$ cat src/rtl/neuron_integrator_pkg.sv
// Shared definitions for the integrate-and-fire core: FSM encoding and
// width helpers for the saturating datapath.
package neuron_integrator_pkg;

    typedef enum logic [2:0] {
        ST_IDLE    = 3'd0,
        ST_LEAK    = 3'd1,
        ST_SCAN    = 3'd2,
        ST_ACCUM   = 3'd3,
        ST_COMPARE = 3'd4
    } nstate_e;

    function automatic int max_width(input int a, input int b);
        return (a > b) ? a : b;
    endfunction

endpackage

$ cat src/rtl/neuron_integrator_potential_sat_add.sv
// Signed saturating adder: a P-bit potential plus a wider signed operand,
// clamped to the P-bit signed range instead of wrapping.
module potential_sat_add
    import neuron_integrator_pkg::*;
#(
    parameter int P_WIDTH = 24,
    parameter int B_WIDTH = 33
) (
    input  logic signed [P_WIDTH-1:0] i_a,
    input  logic signed [B_WIDTH-1:0] i_b,
    output logic signed [P_WIDTH-1:0] o_sum
);

    // One guard bit beyond the wider operand so the raw sum never overflows.
    localparam int S_WIDTH = max_width(P_WIDTH, B_WIDTH) + 1;

    localparam logic signed [S_WIDTH-1:0] MAX_VAL =
        {{(S_WIDTH-P_WIDTH+1){1'b0}}, {(P_WIDTH-1){1'b1}}};
    localparam logic signed [S_WIDTH-1:0] MIN_VAL =
        {{(S_WIDTH-P_WIDTH+1){1'b1}}, {(P_WIDTH-1){1'b0}}};

    logic signed [S_WIDTH-1:0] w_a_ext;
    logic signed [S_WIDTH-1:0] w_b_ext;
    logic signed [S_WIDTH-1:0] w_sum_full;

    assign w_a_ext    = {{(S_WIDTH-P_WIDTH){i_a[P_WIDTH-1]}}, i_a};
    assign w_b_ext    = {{(S_WIDTH-B_WIDTH){i_b[B_WIDTH-1]}}, i_b};
    assign w_sum_full = w_a_ext + w_b_ext;

    always_comb begin
        o_sum = w_sum_full[P_WIDTH-1:0];
        if (w_sum_full > MAX_VAL) begin
            o_sum = MAX_VAL[P_WIDTH-1:0];
        end else if (w_sum_full < MIN_VAL) begin
            o_sum = MIN_VAL[P_WIDTH-1:0];
        end
    end

endmodule

$ cat src/rtl/neuron_integrator.sv
// Per-timestep integrate-and-fire core: leak, scan active axons fetching
// weights from a one-cycle-latency memory, accumulate with saturation, fire.
module neuron_integrator
    import neuron_integrator_pkg::*;
#(
    parameter int NUM_AXONS          = 2,
    parameter int AXON_CNT_BIT_WIDTH = 1,
    parameter int WEIGHT_WIDTH       = 16,
    parameter int POTENTIAL_WIDTH    = 24,
    parameter int THRESHOLD          = 100,
    parameter int LEAK               = 1
) (
    input  logic                              neuron_clk,
    input  logic                              rst_n,
    input  logic                              start,
    input  logic [(1<<AXON_CNT_BIT_WIDTH)-1:0] spike,
    output logic                              weight_rd_en,
    output logic [AXON_CNT_BIT_WIDTH-1:0]     weight_addr,
    input  logic [WEIGHT_WIDTH-1:0]           weight_data,
    output logic [POTENTIAL_WIDTH-1:0]        potential,
    output logic                              busy,
    output logic                              fire,
    output logic                              done,
    output logic                              step_overrun
);

    localparam int SPIKE_WIDTH = 1 << AXON_CNT_BIT_WIDTH;
    // Operand wide enough for either a weight or the full int range of +/-LEAK.
    localparam int OP_WIDTH    = max_width(WEIGHT_WIDTH, 32) + 1;

    localparam logic [AXON_CNT_BIT_WIDTH-1:0]       LAST_IDX = AXON_CNT_BIT_WIDTH'(NUM_AXONS - 1);
    localparam logic signed [POTENTIAL_WIDTH-1:0]   THRESH   = POTENTIAL_WIDTH'(THRESHOLD);
    localparam logic signed [OP_WIDTH-1:0]          LEAK_POS = OP_WIDTH'(LEAK);
    localparam logic signed [OP_WIDTH-1:0]          LEAK_NEG = -LEAK_POS;

    nstate_e                              r_state;
    nstate_e                              w_state_next;
    logic [SPIKE_WIDTH-1:0]               r_spike_snap;
    logic [AXON_CNT_BIT_WIDTH-1:0]        r_idx;
    logic signed [POTENTIAL_WIDTH-1:0]    r_potential;
    logic                                 r_busy;
    logic                                 r_fire;
    logic                                 r_done;
    logic                                 r_overrun;

    logic [SPIKE_WIDTH-1:0]               w_spike_masked;
    logic                                 w_spike_cur;
    logic                                 w_last;
    logic                                 w_rd_en;
    logic signed [OP_WIDTH-1:0]           w_operand;
    logic signed [POTENTIAL_WIDTH-1:0]    w_sum;
    logic signed [POTENTIAL_WIDTH-1:0]    w_leak_result;

    genvar gi;
    generate
        for (gi = 0; gi < SPIKE_WIDTH; gi++) begin : g_spike_mask
            if (gi < NUM_AXONS) begin : g_live
                assign w_spike_masked[gi] = spike[gi];
            end else begin : g_dead
                assign w_spike_masked[gi] = 1'b0;
            end
        end
    endgenerate

    assign w_spike_cur = r_spike_snap[r_idx];
    assign w_last      = (r_idx == LAST_IDX);

    // Leak pulls toward zero: subtract from positives, add to negatives.
    always_comb begin
        w_operand = r_potential[POTENTIAL_WIDTH-1] ? LEAK_POS : LEAK_NEG;
        if (r_state == ST_ACCUM) begin
            w_operand = {{(OP_WIDTH-WEIGHT_WIDTH){weight_data[WEIGHT_WIDTH-1]}}, weight_data};
        end
    end

    potential_sat_add #(
        .P_WIDTH (POTENTIAL_WIDTH),
        .B_WIDTH (OP_WIDTH)
    ) u_sat_add (
        .i_a   (r_potential),
        .i_b   (w_operand),
        .o_sum (w_sum)
    );

    // A sign flip means the leak would have crossed zero, so stop at zero.
    always_comb begin
        w_leak_result = w_sum;
        if ((r_potential == '0) || (r_potential[POTENTIAL_WIDTH-1] != w_sum[POTENTIAL_WIDTH-1])) begin
            w_leak_result = '0;
        end
    end

    always_ff @(posedge neuron_clk or negedge rst_n) begin
        if (!rst_n) begin
            r_state <= ST_IDLE;
        end else begin
            r_state <= w_state_next;
        end
    end

    always_comb begin
        w_state_next = r_state;
        w_rd_en      = 1'b0;
        case (r_state)
            ST_IDLE: begin
                if (start) begin
                    w_state_next = ST_LEAK;
                end
            end
            ST_LEAK: begin
                w_state_next = ST_SCAN;
            end
            ST_SCAN: begin
                if (w_spike_cur) begin
                    w_rd_en      = 1'b1;
                    w_state_next = ST_ACCUM;
                end else if (w_last) begin
                    w_state_next = ST_COMPARE;
                end
            end
            ST_ACCUM: begin
                w_state_next = w_last ? ST_COMPARE : ST_SCAN;
            end
            ST_COMPARE: begin
                w_state_next = ST_IDLE;
            end
            default: begin
                w_state_next = ST_IDLE;
            end
        endcase
    end

    always_ff @(posedge neuron_clk or negedge rst_n) begin
        if (!rst_n) begin
            r_spike_snap <= '0;
            r_idx        <= '0;
            r_potential  <= '0;
            r_busy       <= 1'b0;
            r_fire       <= 1'b0;
            r_done       <= 1'b0;
            r_overrun    <= 1'b0;
        end else begin
            r_fire    <= 1'b0;
            r_done    <= 1'b0;
            r_overrun <= start && (r_state != ST_IDLE);
            case (r_state)
                ST_IDLE: begin
                    if (start) begin
                        r_spike_snap <= w_spike_masked;
                        r_idx        <= '0;
                        r_busy       <= 1'b1;
                    end
                end
                ST_LEAK: begin
                    r_potential <= w_leak_result;
                end
                ST_SCAN: begin
                    if (!w_spike_cur && !w_last) begin
                        r_idx <= r_idx + AXON_CNT_BIT_WIDTH'(1);
                    end
                end
                ST_ACCUM: begin
                    r_potential <= w_sum;
                    if (!w_last) begin
                        r_idx <= r_idx + AXON_CNT_BIT_WIDTH'(1);
                    end
                end
                ST_COMPARE: begin
                    if (r_potential >= THRESH) begin
                        r_fire      <= 1'b1;
                        r_potential <= '0;
                    end
                    r_done <= 1'b1;
                    r_busy <= 1'b0;
                end
                default: begin
                    r_busy <= 1'b0;
                end
            endcase
        end
    end

    assign weight_rd_en = w_rd_en;
    assign weight_addr  = r_idx;
    assign potential    = r_potential;
    assign busy         = r_busy;
    assign fire         = r_fire;
    assign done         = r_done;
    assign step_overrun = r_overrun;

endmodule
$ cat config.mk
export PLATFORM = sky130hd
export DESIGN_NAME = neuron_integrator
export DESIGN_NICKNAME = d
export VERILOG_FILES = /design/src/rtl/neuron_integrator_pkg.sv /design/src/rtl/neuron_integrator_potential_sat_add.sv /design/src/rtl/neuron_integrator.sv
export SDC_FILE = /design/constraint.sdc
export NUM_CORES = 1
export LEC_CHECK = 0
export ABC_AREA = 1
export CAP_MARGIN = 20
export CORE_MARGIN = 2
export CORE_UTILIZATION = 25
export CTS_CLUSTER_SIZE = 30
export DETAILED_ROUTE_END_ITERATION = 12
export RECOVER_POWER = 50
export SLEW_MARGIN = 25
export SYNTH_ARGS = -nofsm -noshare
export SYNTH_HDL_FRONTEND = slang
export SYNTH_SLANG_ARGS = --single-unit
export TNS_END_PERCENT = 5
$ cat constraint.sdc
create_clock -name neuron_clk -period 6.4 [get_ports neuron_clk]
set_input_delay 1.28 -clock neuron_clk [delete_from_list [all_inputs] [get_ports neuron_clk]]
set_output_delay 1.28 -clock neuron_clk [all_outputs]
set_load 0.01 [all_outputs]
======== Word-level counts from Yosys, hierarchy flattened ========
Cells that the tools add are included.
Widths: inputs -> output; s select.
word-level totals
  latch bits .............................. 0
  bits in read-only memories .............. 0
  input port bits ......................... 21
  logic and storage cells ................. 65
  register bits ........................... 34
  memory bits (writable) .................. 0
  memories kept ........................... 0
cells by class
  mux-type cells .......................... 25
  add/sub/neg operators ................... 2
  shift-type cells ........................ 0
  order comparisons ....................... 4
  eq/ne operators ......................... 9
  div/mod/pow operators ................... 0
  multipliers ............................. 0
  reductions and logical operators ........ 16
  bitwise gates (word level) .............. 1
operator list
  operator              count
  $mux 24               4
  $pmux 24 s3           1
  $mux 33               2
  $add 24x33->34        1
  $gt 34x24->1 const B  1
  $lt 34x24->1 const B  1
  $ge 24x8->1 const B   1
  $logic_not 24->1      1
  $mux 3                4
  $pmux 3 s4            1
  $mux 1                11
  $reduce_bool 3->1     3
  $reduce_and 2->1      4
  $eq 3x2->1 const B    2
  $ne 2x2->1 const B    3
  $eq 3x1->1 const B    1
  $eq 3x3->1 const B    1
  $logic_not 3->1       1
  $ne 3x3->1 const B    1
  $pmux 1 s3            1
  $reduce_and 3->1      1
  $reduce_or 3->1       1
  $logic_and 1x1->1     2
  $logic_not 1->1       2
  other kinds (6)       6

======== Longest topological paths before layout ========
  depth after elaboration ................. 10
  mapped depth ............................ 26
  mapped depth without buffers ............ 24

======== Modules after synthesis ========
From an unflattened synthesis, not the netlist that was laid out.
unflattened totals
  cell total of the unflattened synthesis .. 850
  area, all modules ....................... 4926.0 sq um
by module, submodules not included
  module             cells each  seq. area each (sq um)  area an instance (sq um)  times used
  potential_sat_add  580         0.0                     2880.3                    1
  neuron_integrator  270         850.8                   2045.7                    1

======== Least setup slack after synthesis ========
No wires, ideal clock.
  path kind ............................... input -> register
  start ................................... in weight_data[0]
  end ..................................... reg r_potential[11], in the netlist potential[11]
  library setup time ...................... 0.066 ns
  data arrival time ....................... 3.271 ns
  setup slack ............................. 3.063 ns
  path buffers ............................ 1
  stages on the path ...................... 17
  cell sequence ........................... or2_2 ha_1 fa_1 nand2_1 nand2_1 nand3_1 nand2_1 nand2_1 nand3_1 nand2_1 nand2_1 o21ai_2 buf_4 nand2_1 nand2_1 nand3_1 nand2_1
on the way
  longest elaborated chain between the ends .. 9
  elaborated cells on any way between the ends .. 10
  classes of those cells .................. add/sub (1); order compare (2); eq/ne (1); mux (5); reduce/logical (1)
RTL lines
  item                  RTL line                                   source
  start, declared       neuron_integrator.sv:19                    input logic [WEIGHT_WIDTH-1:0] weight_data,
  $mux 33 *             neuron_integrator.sv:71                    if (r_state == ST_ACCUM) begin
  $add 24x33->34 *      neuron_integrator_potential_sat_add.sv:28  assign w_sum_full = w_a_ext + w_b_ext;
  $lt 34x24->1          neuron_integrator_potential_sat_add.sv:34  end else if (w_sum_full < MIN_VAL) begin
  $mux 24               neuron_integrator_potential_sat_add.sv:34
  $mux 24 *             neuron_integrator_potential_sat_add.sv:32  if (w_sum_full > MAX_VAL) begin
  $ne 1x1->1            neuron_integrator.sv:88                    if ((r_potential == '0) || (r_potential[POTENTIAL_WIDTH-1] != w_sum[POTENTIAL_WIDTH-1])) begin
  $logic_or 1x1->1      neuron_integrator.sv:88
  $mux 24               neuron_integrator.sv:88
  $pmux 24 s3 *         neuron_integrator.sv:146                   case (r_state)
  end signal, assigned  neuron_integrator.sv:155                   r_potential <= w_leak_result;
  end signal, assigned  neuron_integrator.sv:163                   r_potential <= w_sum;
  end, declared         neuron_integrator.sv:40                    logic signed [POTENTIAL_WIDTH-1:0] r_potential;
Mark *: on every way between the ends. The rest lies on a longest branch, timed or not.
A chain may end at the register's enable or synchronous reset.

======== Final worst setup path ========
  start ................................... reg r_state[1]
  end ..................................... reg r_potential[0], in the netlist potential[0]
on the way
  longest elaborated chain between the ends .. 10
  elaborated cells on any way between the ends .. 16
  classes of those cells .................. add/sub (1); order compare (2); eq/ne (5); mux (5); reduce/logical (3)
RTL lines
  item                    RTL line                                           source
  start, declared         neuron_integrator.sv:36                            nstate_e r_state;
  start signal, assigned  neuron_integrator.sv:97                            r_state <= w_state_next;
  $eq 3x2->1              neuron_integrator.sv:71, neuron_integrator.sv:146
  $mux 33                 neuron_integrator.sv:71
  $add 24x33->34          neuron_integrator_potential_sat_add.sv:28
  $lt 34x24->1            neuron_integrator_potential_sat_add.sv:34
  $mux 24                 neuron_integrator_potential_sat_add.sv:34
  $mux 24                 neuron_integrator_potential_sat_add.sv:32
  $ne 1x1->1              neuron_integrator.sv:88
  $logic_or 1x1->1        neuron_integrator.sv:88
  $mux 24                 neuron_integrator.sv:88
  $pmux 24 s3             neuron_integrator.sv:146
Parallel ways exist; a longest one is shown, timed or not.

==> results.md <==
- Max clock buf depth: 2
- Commonest cells after routing, fill and taps aside: nand2_1 (208), inv_1 (71), nor2_1 (56)
- Final hold vios: 0
- Area share of the largest cell type after synthesis: 0.250
- Tcrit/Tclk final: 0.702
- Port-buffer cells: 50
- GRT overflow: 0
- Yosys reg bits: 34
- # H-tree levels: 2
- Clock slew at reported path FFs: 0.06 ns
- Post-layout minimum cycle time: 4.49 ns
- Routability-driven placement congestion ratio: 0.939
- Crit path max fanout: 22
- Filler instances: 1514
- Syn Nets: 595
- Iteration-0 DRC Markers: 147
- Initial antenna violation count: 0
- Multi-input logic area: 0.00219 mm^2
- Post-Synth Simple-Gate Area: 0.403
- Fin nets: 641
- TritonRoute pass-1 iters: 4
- Post-CTS setup buffers: 0
- Hold Startpoint: r_spike_snap[1]
- Setup TNS Final: 0 ns
- Root Buffer: clkbuf_16
- Sequential share of the synthesized area: 0.250
- RSZ-0062 raised after global routing: false
- FF-to-FF End: potential[0]
- R2R depth: 21
- First-pass GRT wire length: 16.4 mm
- N_diodes: 0
- Rel. slew slack: -0.286
- Vias in the first global route: 3378
- Resized Gates After CTS: 0
- Max cap viols: 1
- Synth Area in Compound Gates: 0.105
- Multiplexer area fraction after synthesis: 0
- Die Y: 121 um
- XOR/XNOR Fraction of Synth Area: 0.0412
- Initial core utilization: 0.257
- Number of remaining DRC errors: 0
- Post-route ant nets: 0
- Cell Area, Synth: 0.00340 mm^2
- FF/Latch Area: 851 um^2
- Hold Path Depth: 2
- Boundary Pins: 51
- Synth top area cells: dfrtp_1 (25%), nand2_1 (23%), ha_1 (8.8%)
- CTS buffer count: 5
- Syn avg cell area: 6.19 um^2
- Hold Path End: r_spike_snap[1]
- Hold WC Path Type: reg -> reg
- Row count: 42
- Total Routing Usage GR: 0.138
- Largest net degree at the start of global routing: 35
- CP startpoint kind: flop
- Max Fclk: 223 MHz
- Failing checks: max-capacitance violations, max-slew violations
- Area Growth Syn to Fin: 23.8%
- Setup violators final: 0
- Leading cell type in the layout, fill and taps excluded: nand2_1
- Die Width: 121 um
- Main combinational cell family by area after synthesis: simple AND/OR/NAND/NOR gates
- Routed WL: 9.64 mm
- Critical path required time: 6.62 ns
- Top cell type by total area after synthesis: dfrtp_1
- Vias after detailed routing: 3416
- R2r startpoint: r_state[1]
- Adder-Cell Fraction of Synth Area: 0.0942
- Detailed placement HPWL: 7.32 mm
- Slew Viols, Final: 35
- Cell variety after synth: 35
- Crit path kind: reg -> reg
- Syn. warnings: 0
- WP data arrival: 4.71 ns
- Slew @ Worst Pin: 1.93 ns
- Setup slack, reg-to-reg: 1.91 ns
- Share of cells above drive strength 1: 0.0520
- Core box area: 0.0132 mm^2
- Drt via density: 4.42
- Gate Count Post-Synth: 549
- Hold buffer count at CTS: 0
- Clk_lat worst skew: 0.28 ns
- Drt wl/cell: 12.5 um
- Clock sink count: 34
- Crit end category: flop
- Skew final: 0.00542 ns
- CTS tree: done
- Status: complete, but fails checks
- Die area: 0.0145 mm^2
==> through the flow <==
step           hold WS (ns)  area (um^2)  cells   util  setup slack, ns
2_1_floorplan         0.442         3400    549      -             3.06
3_3_place_gp          0.467         4040    764  0.305             1.78
3_5_place_dp          0.459         4040    764  0.305             1.83
4_1_cts               0.478         4210    772  0.318             1.84
5_1_grt               0.533         4210    772  0.318             1.32
6_report              0.479         4210    772  0.318             1.91
==> logic make-up after synthesis <==
| kind of cell | Yosys count |
|---|---|
| XOR/XNOR | 16 |
| AND/OR/NAND/NOR | 328 |
| adder cells (fa/ha/maj) | 25 |
| buffers and inverters | 85 |
| AO/OA/AOI/OAI | 61 |
| flip-flops | 34 |
==> registers in the layout, indices dropped and copies added, names as in the netlist <==
register and flops:
weight_addr 1, done 1, step_overrun 1, fire 1, potential 24, r_state 3, busy 1, r_spike_snap 2
==> metal layers <==
metal	track usage	wire length (um)
met3	0.0250	569
met4	0.0269	91
met2	0.226	4270
met1	0.191	4710
met5	0	0
==> worst max-delay path by stage <==
stage	endpoint	start	slack, ns	cells past startpoint
after CTS	potential[3]	r_state[1]	1.84	22
after global routing	potential[21]	r_state[1]	1.32	20
final	potential[0]	r_state[1]	1.91	21
after global placement	potential[3]	weight_data[15]	1.78	17
after floorplan	potential[11]	weight_data[0]	3.06	17
after detailed placement	potential[0]	weight_data[0]	1.83	16
==> cell usage after synthesis <==
cell and instances:
nand2_1 208, inv_1 71, nor2_1 56, dfrtp_1 34, nand3_1 33, ha_1 24, o21ai_0 21, a21oi_1 20
xor2_1 10, o21bai_1 8, nand2_2 6, xnor2_1 6, nor3_1 5, and2_1 4, buf_6 4, clkbuf_1 4
nand4_1 4, a21oi_2 3, a31oi_1 3, nor2_2 3, buf_2 2, buf_4 2, inv_2 2, nand4_2 2
nor4_1 2, o211ai_1 2, or2_2 2, a21o_1 1, a22oi_1 1, a31o_2 1, fa_1 1, nand2_4 1
nand3b_2 1, nor2_4 1, o21ai_2 1
==> worst max-delay path: stages (launching register included) <==
cell and delay (ns):
dfrtp_1 0.39, inv_1 0.06, nor2_1 0.04, inv_1 0.08
nor2_1 0.06, inv_1 0.42, nand2_1 0.48, o21ai_0 0.27
inv_1 0.24, ha_1 0.40, nand2_1 0.16, inv_2 0.04
nand2_1 0.07, nand2_1 0.08, a21oi_2 0.23, nand3_1 0.13
nand2_1 0.08, nand2_2 0.06, o21ai_2 0.71, and2_1 0.26
nand3_1 0.07, nand2_1 0.07
==> layout make-up <==
type | instances | area share
flip-flops and latches | 34 | 0.202
clock inverters | 3 | 0.0107
clock buffers | 5 | 0.0297
repair buffers | 51 | 0.120
inverters | 73 | 0.0651
well taps | 176 | 0.0523
multi-input cells | 430 | 0.520
Power is not shown: default switching activity piles up to over one toggle a cycle in this logic, so the estimate is an artifact.
